<file path="src/rtl/fifo_read_control.sv">
// Purpose : read-side controller of a synchronous FIFO; gates pop against empty,
//           owns the read pointer, and derives empty/almost_empty/level from wr_ptr.
// Latency : rd_en is combinational; rd_valid follows one cycle later (RAM read latency 1).
// Backpr. : a pop while empty is refused (no RAM read) and is flagged/counted as underflow.
//
// Ports:
//   clk, rst       sole clock, synchronous active-high reset
//   pop            consumer read request, one request per active cycle
//   wr_ptr         write pointer (ADDR_WIDTH+1 bits, MSB = wrap bit) from the write side
//   rd_en/rd_addr  RAM read port controls
//   rd_ptr         registered read pointer, returned to the write side for its full flag
//   empty, almost_empty, level   fill status, combinational from both pointers
//   rd_valid       RAM output data valid this cycle
//   underflow      one-cycle pulse after a refused pop; underflow_cnt saturates at 255
module fifo_read_control #(
  parameter int ADDR_WIDTH         = 4,
  parameter int ALMOST_EMPTY_LEVEL = 1
) (
  input  logic                  clk,
  input  logic                  rst,
  input  logic                  pop,
  input  logic [ADDR_WIDTH:0]   wr_ptr,
  output logic                  rd_en,
  output logic [ADDR_WIDTH-1:0] rd_addr,
  output logic [ADDR_WIDTH:0]   rd_ptr,
  output logic                  empty,
  output logic                  almost_empty,
  output logic [ADDR_WIDTH:0]   level,
  output logic                  rd_valid,
  output logic                  underflow,
  output logic [7:0]            underflow_cnt
);

  localparam logic [ADDR_WIDTH:0] AE_LEVEL = (ADDR_WIDTH + 1)'(ALMOST_EMPTY_LEVEL);
  localparam logic [ADDR_WIDTH:0] PTR_ONE  = (ADDR_WIDTH + 1)'(1);

  logic refuse;

  always_comb begin
    // Full-width compare: equal lower bits with differing wrap bits means full, not empty.
    empty        = (rd_ptr == wr_ptr);
    // Modulo subtraction gives 0..2^ADDR_WIDTH for any legal pointer pair.
    level        = wr_ptr - rd_ptr;
    almost_empty = (level <= AE_LEVEL);
    // Reset blocks the RAM read so a read in the reset cycle never produces rd_valid.
    rd_en        = pop & ~empty & ~rst;
    rd_addr      = rd_ptr[ADDR_WIDTH-1:0];
    refuse       = pop & empty;
  end

  always_ff @(posedge clk) begin
    if (rst) begin
      rd_ptr        <= '0;
      rd_valid      <= 1'b0;
      underflow     <= 1'b0;
      underflow_cnt <= 8'd0;
    end else begin
      if (rd_en) begin
        rd_ptr <= rd_ptr + PTR_ONE;
      end
      rd_valid  <= rd_en;
      underflow <= refuse;
      if (refuse && (underflow_cnt != 8'hFF)) begin
        underflow_cnt <= underflow_cnt + 8'd1;
      end
    end
  end

endmodule
</file>
<file path="config.mk">
export PLATFORM = sky130hd
export DESIGN_NAME = fifo_read_control
export DESIGN_NICKNAME = d
export VERILOG_FILES = /design/src/rtl/fifo_read_control.sv
export SDC_FILE = /design/constraint.sdc
export NUM_CORES = 1
export LEC_CHECK = 0
export BUFFER_PORTS_ARGS = -buffer_cell sky130_fd_sc_hd__buf_2
export CAP_MARGIN = 0
export CORE_ASPECT_RATIO = 1.5
export CORE_MARGIN = 4
export CORE_UTILIZATION = 45
export CTS_CLUSTER_SIZE = 24
export DETAILED_ROUTE_END_ITERATION = 12
export PLACE_DENSITY = 0.73
export REMOVE_ABC_BUFFERS = 1
export SYNTH_ARGS = -nofsm -noshare
export SYNTH_HDL_FRONTEND = slang
export SYNTH_SLANG_ARGS = --single-unit
</file>
<file path="constraint.sdc">
create_clock -name clk -period 2.1 [get_ports clk]
set_clock_uncertainty 0.05 [all_clocks]
set_input_delay 0.315 -clock clk [delete_from_list [all_inputs] [get_ports clk]]
set_output_delay 0.315 -clock clk [all_outputs]
set_load 0.005 [all_outputs]
</file>
==> results.ini <==
[timing]
setup_ws_ps=-298
hold_violations=0
hold_slack_ps=317
setup_total_negative_slack_ps=-498
setup_violations=3
timing.final.max_slew_violations=0
slew-limit-headroom_pct=68.6
fin_crit_sh_pct=114
min_period_ps=2400
maxClockFrequency_mhz=417
setup_repair_after_global_routing_missed_its_margin=true
tightestPinTransition_ps=469

[floorplan]
dieWidth_um=44.9
floorplan.core_area_um2=1880
effective_utilization_at_floorplan_pct=48.9
rows=19
die_y_um=63.3
design.die.area_um2=2840
ios=35

[yosys]
ys_seq_area_share_pct=32.7
synth.top_cell.area_share_pct=32.7
synth_compound_area_share_pct=15.7
muxShareOfSynthArea_pct=3.41
synth-seq-cells=15
netlist.top_cell.by_area=sky130_fd_sc_hd__dfxtp_1
fraction_of_the_mapped_netlist_area_in_adder_cells_pct=10.4
post_synth_xor_area_fraction_pct=7.49
synth_top_family_by_area=simple AND/OR/NAND/NOR gates
synthSimpleGateAreaFrac_pct=22.5
synthesis.area_um2=918
synth_area_per_cell_um2=8.58
synth_cells=107
yosys_warnings=0
yosys-top-cells-area=sky130_fd_sc_hd__dfxtp_1 (33%), sky130_fd_sc_hd__ha_1 (8.2%), sky130_fd_sc_hd__nor2_1 (4.9%), sky130_fd_sc_hd__a21oi_1 (4.4%), sky130_fd_sc_hd__buf_4 (3.3%)
synth.distinct_cells=38

[global_route]
grt_start_max_net_pins=17
wire_length_of_the_first_global_routing_pass_um=4130
grt_use_total_pct=19.2
antenna_found_initial=0
grt_overflow_total=0
grt_pass1_vias=923

[outcome]
status=complete, but fails checks
violations=setup timing

[power]
static-leakage-power_nw=0.586
power_density_nw_per_um2=497
vdd_ir_drop_max_mv=0.470
fin_total_pwr_uw=660

[clock_network]
clkSlewWorstSetupHoldPaths_ps=100
cts_made_buffers=3
cts.hold.buffers_added=0
clk_latency_ps=290
cts-htree-levels=1
tritoncts=yes
cts_num_sinks=15
cts.root.buffer_cell=sky130_fd_sc_hd__clkbuf_4
cts_max_path_buffers=2

[run]
max-cap-violations=0

[setup_path]
critical-path-top-delay-family=compound AO/OA/AOI/OAI gates
worstPathCellList=inv_2 -> ha_4 -> nor2b_1 -> o21a_1 -> or3_4 -> a2111oi_4 -> buf_2
crit_arrival_ps=2030
cp_max_fo=2
worstSetupEndpointType=output pin
cpMaxStageDelayCell=sky130_fd_sc_hd__dfxtp_2
cp_slowest_stage_delay_ps=350
critical_path_launch_point_type=flop
timing_worst_setup_path_type=reg2out
timing.critical_path.buf_inv=2
worstPathRequired_ps=1740

[place]
place.gp.congestion=0.815
io_buffers=34
dp_hpwl_um=1820
post-place-ws_ps=-290

[routing]
drt-initial-drc-count=14
drc_errors=0
route.vias.total=970
post_drt_wl_per_cell_um=15.3
antenna_viol_nets_final=0
via_per_inst=5.57
detail_route.first_pass.iterations=4
drt-total-wl_um=2660

[cells_and_area]
n_fill_cell=161
nNetsFinal=169
post_route_cells_drive_above_1_share_pct=46.4
n_antenna_cell=0
syn_to_final_growth_pct=44.7
final_cell_mix=sky130_fd_sc_hd__buf_2 (34), sky130_fd_sc_hd__buf_4 (14), sky130_fd_sc_hd__dfxtp_1 (13)
layout.cells.most_common=sky130_fd_sc_hd__buf_2

[worst_hold_path]
worstHoldPathType=in2reg

[synthesized netlist by cell type]
master                      count
sky130_fd_sc_hd__a2111oi_0      1
sky130_fd_sc_hd__a21o_1         1
sky130_fd_sc_hd__a21oi_1        8
sky130_fd_sc_hd__and2_1         1
sky130_fd_sc_hd__and3_1         1
sky130_fd_sc_hd__and4_1         1
sky130_fd_sc_hd__buf_2          1
sky130_fd_sc_hd__buf_4          4
sky130_fd_sc_hd__clkbuf_1       2
sky130_fd_sc_hd__dfxtp_1       15
sky130_fd_sc_hd__fa_1           1
sky130_fd_sc_hd__ha_1           6
sky130_fd_sc_hd__inv_1          8
sky130_fd_sc_hd__mux2_1         1
sky130_fd_sc_hd__mux2i_1        2
sky130_fd_sc_hd__nand2_1        3
sky130_fd_sc_hd__nand2b_1       1
sky130_fd_sc_hd__nand3_1        5
sky130_fd_sc_hd__nand3_2        1
sky130_fd_sc_hd__nand4_1        3
sky130_fd_sc_hd__nor2_1        12
sky130_fd_sc_hd__nor2b_1        2
sky130_fd_sc_hd__nor4_1         1
sky130_fd_sc_hd__o211ai_1       1
sky130_fd_sc_hd__o21a_1         1
sky130_fd_sc_hd__o21ai_0        2
sky130_fd_sc_hd__o21ai_1        1
sky130_fd_sc_hd__o21ai_2        1
sky130_fd_sc_hd__o21bai_1       1
sky130_fd_sc_hd__o311a_1        1
sky130_fd_sc_hd__o31ai_1        3
sky130_fd_sc_hd__o41ai_1        1
sky130_fd_sc_hd__or3_1          4
sky130_fd_sc_hd__or4_1          2
sky130_fd_sc_hd__or4b_1         1
sky130_fd_sc_hd__xnor2_1        3
sky130_fd_sc_hd__xnor2_2        1
sky130_fd_sc_hd__xor2_1         3
[registers in the layout, summed over array words and instances (netlist names)]
register and flops:
rd_ptr 5, underflow_cnt 8, rd_valid 1, underflow 1
[power by group]
part	internal [mW]	switching, mW
clock network	0.0710	0.101
registers	0.291	0.00479
logic	0.0979	0.0938
[cells by family after synthesis]
logic type	Yosys count
AOI/OAI and AO/OA	22
xor gates and xnor gates	7
adders and majority gates	7
buffers and inverters	15
DFF	15
muxes	3
and+or+nand+nor	38
[area by class of cell]
type                       count  area (um^2)  area share [%]
multi-input combinational     77          656            49.3
sequential                    15          303            22.8
timing repair buffer          49          287            21.6
inverter                       8         30.0            2.26
tap                           21         26.3            1.98
clock buffer                   3         22.5            1.69
clock inverter                 1         5.00           0.377
[repair_timing]
| item | 4_1_cts | 5_1_grt |
|---|---|---|
| hold endpoints to repair | 0 | 0 |
| setup buffers | 3 | 0 |
| setup endpoints to repair | 5 | 12 |
| cloned | 0 | 0 |
| pin swaps | 3 | 3 |
| gates resized for setup | 15 | 7 |
[routing by layer]
layer  up-vias  wire length [um]  track usage (%)  share of wire (%)
li1        474                 -                -                  -
met1       450               990             21.1                 37
met2        42              1490             35.8                 56
met3         4               142             1.99                5.3
met4         0                31             6.59                1.2
met5         -                 0                0                  0
[metrics by stage]
stage | area, um^2 | instances | utilization (%)
finish | 1330 | 174 | 70.8
global route | 1330 | 174 | 70.8
CTS | 1290 | 174 | 68.8
detailed placement | 1160 | 167 | 61.9
global placement | 1160 | 167 | 61.9
floorplan | 876 | 100 | -
[worst paths after layout]
check | startpoint | endpoint | depth (start not counted) | slack, ps
max reg2reg | rd_ptr[1] | underflow_cnt[5] | 8 | 40
min reg2reg | underflow_cnt[1] | underflow_cnt[1] | 2 | 460
min | rst | underflow | 2 | 320
max | rd_ptr[1] | almost_empty | 7 | -300
[worst reg2reg max path, delay by kind of cell (launching register included)]
family / cells / cell delay [ps]
AOI/OAI and AO/OA: 1 / 150
DFF: 1 / 350
buffers and inverters: 3 / 250
adders and majority gates: 1 / 260
and+or+nand+nor: 3 / 930
Power figures use the tool's default switching activity.
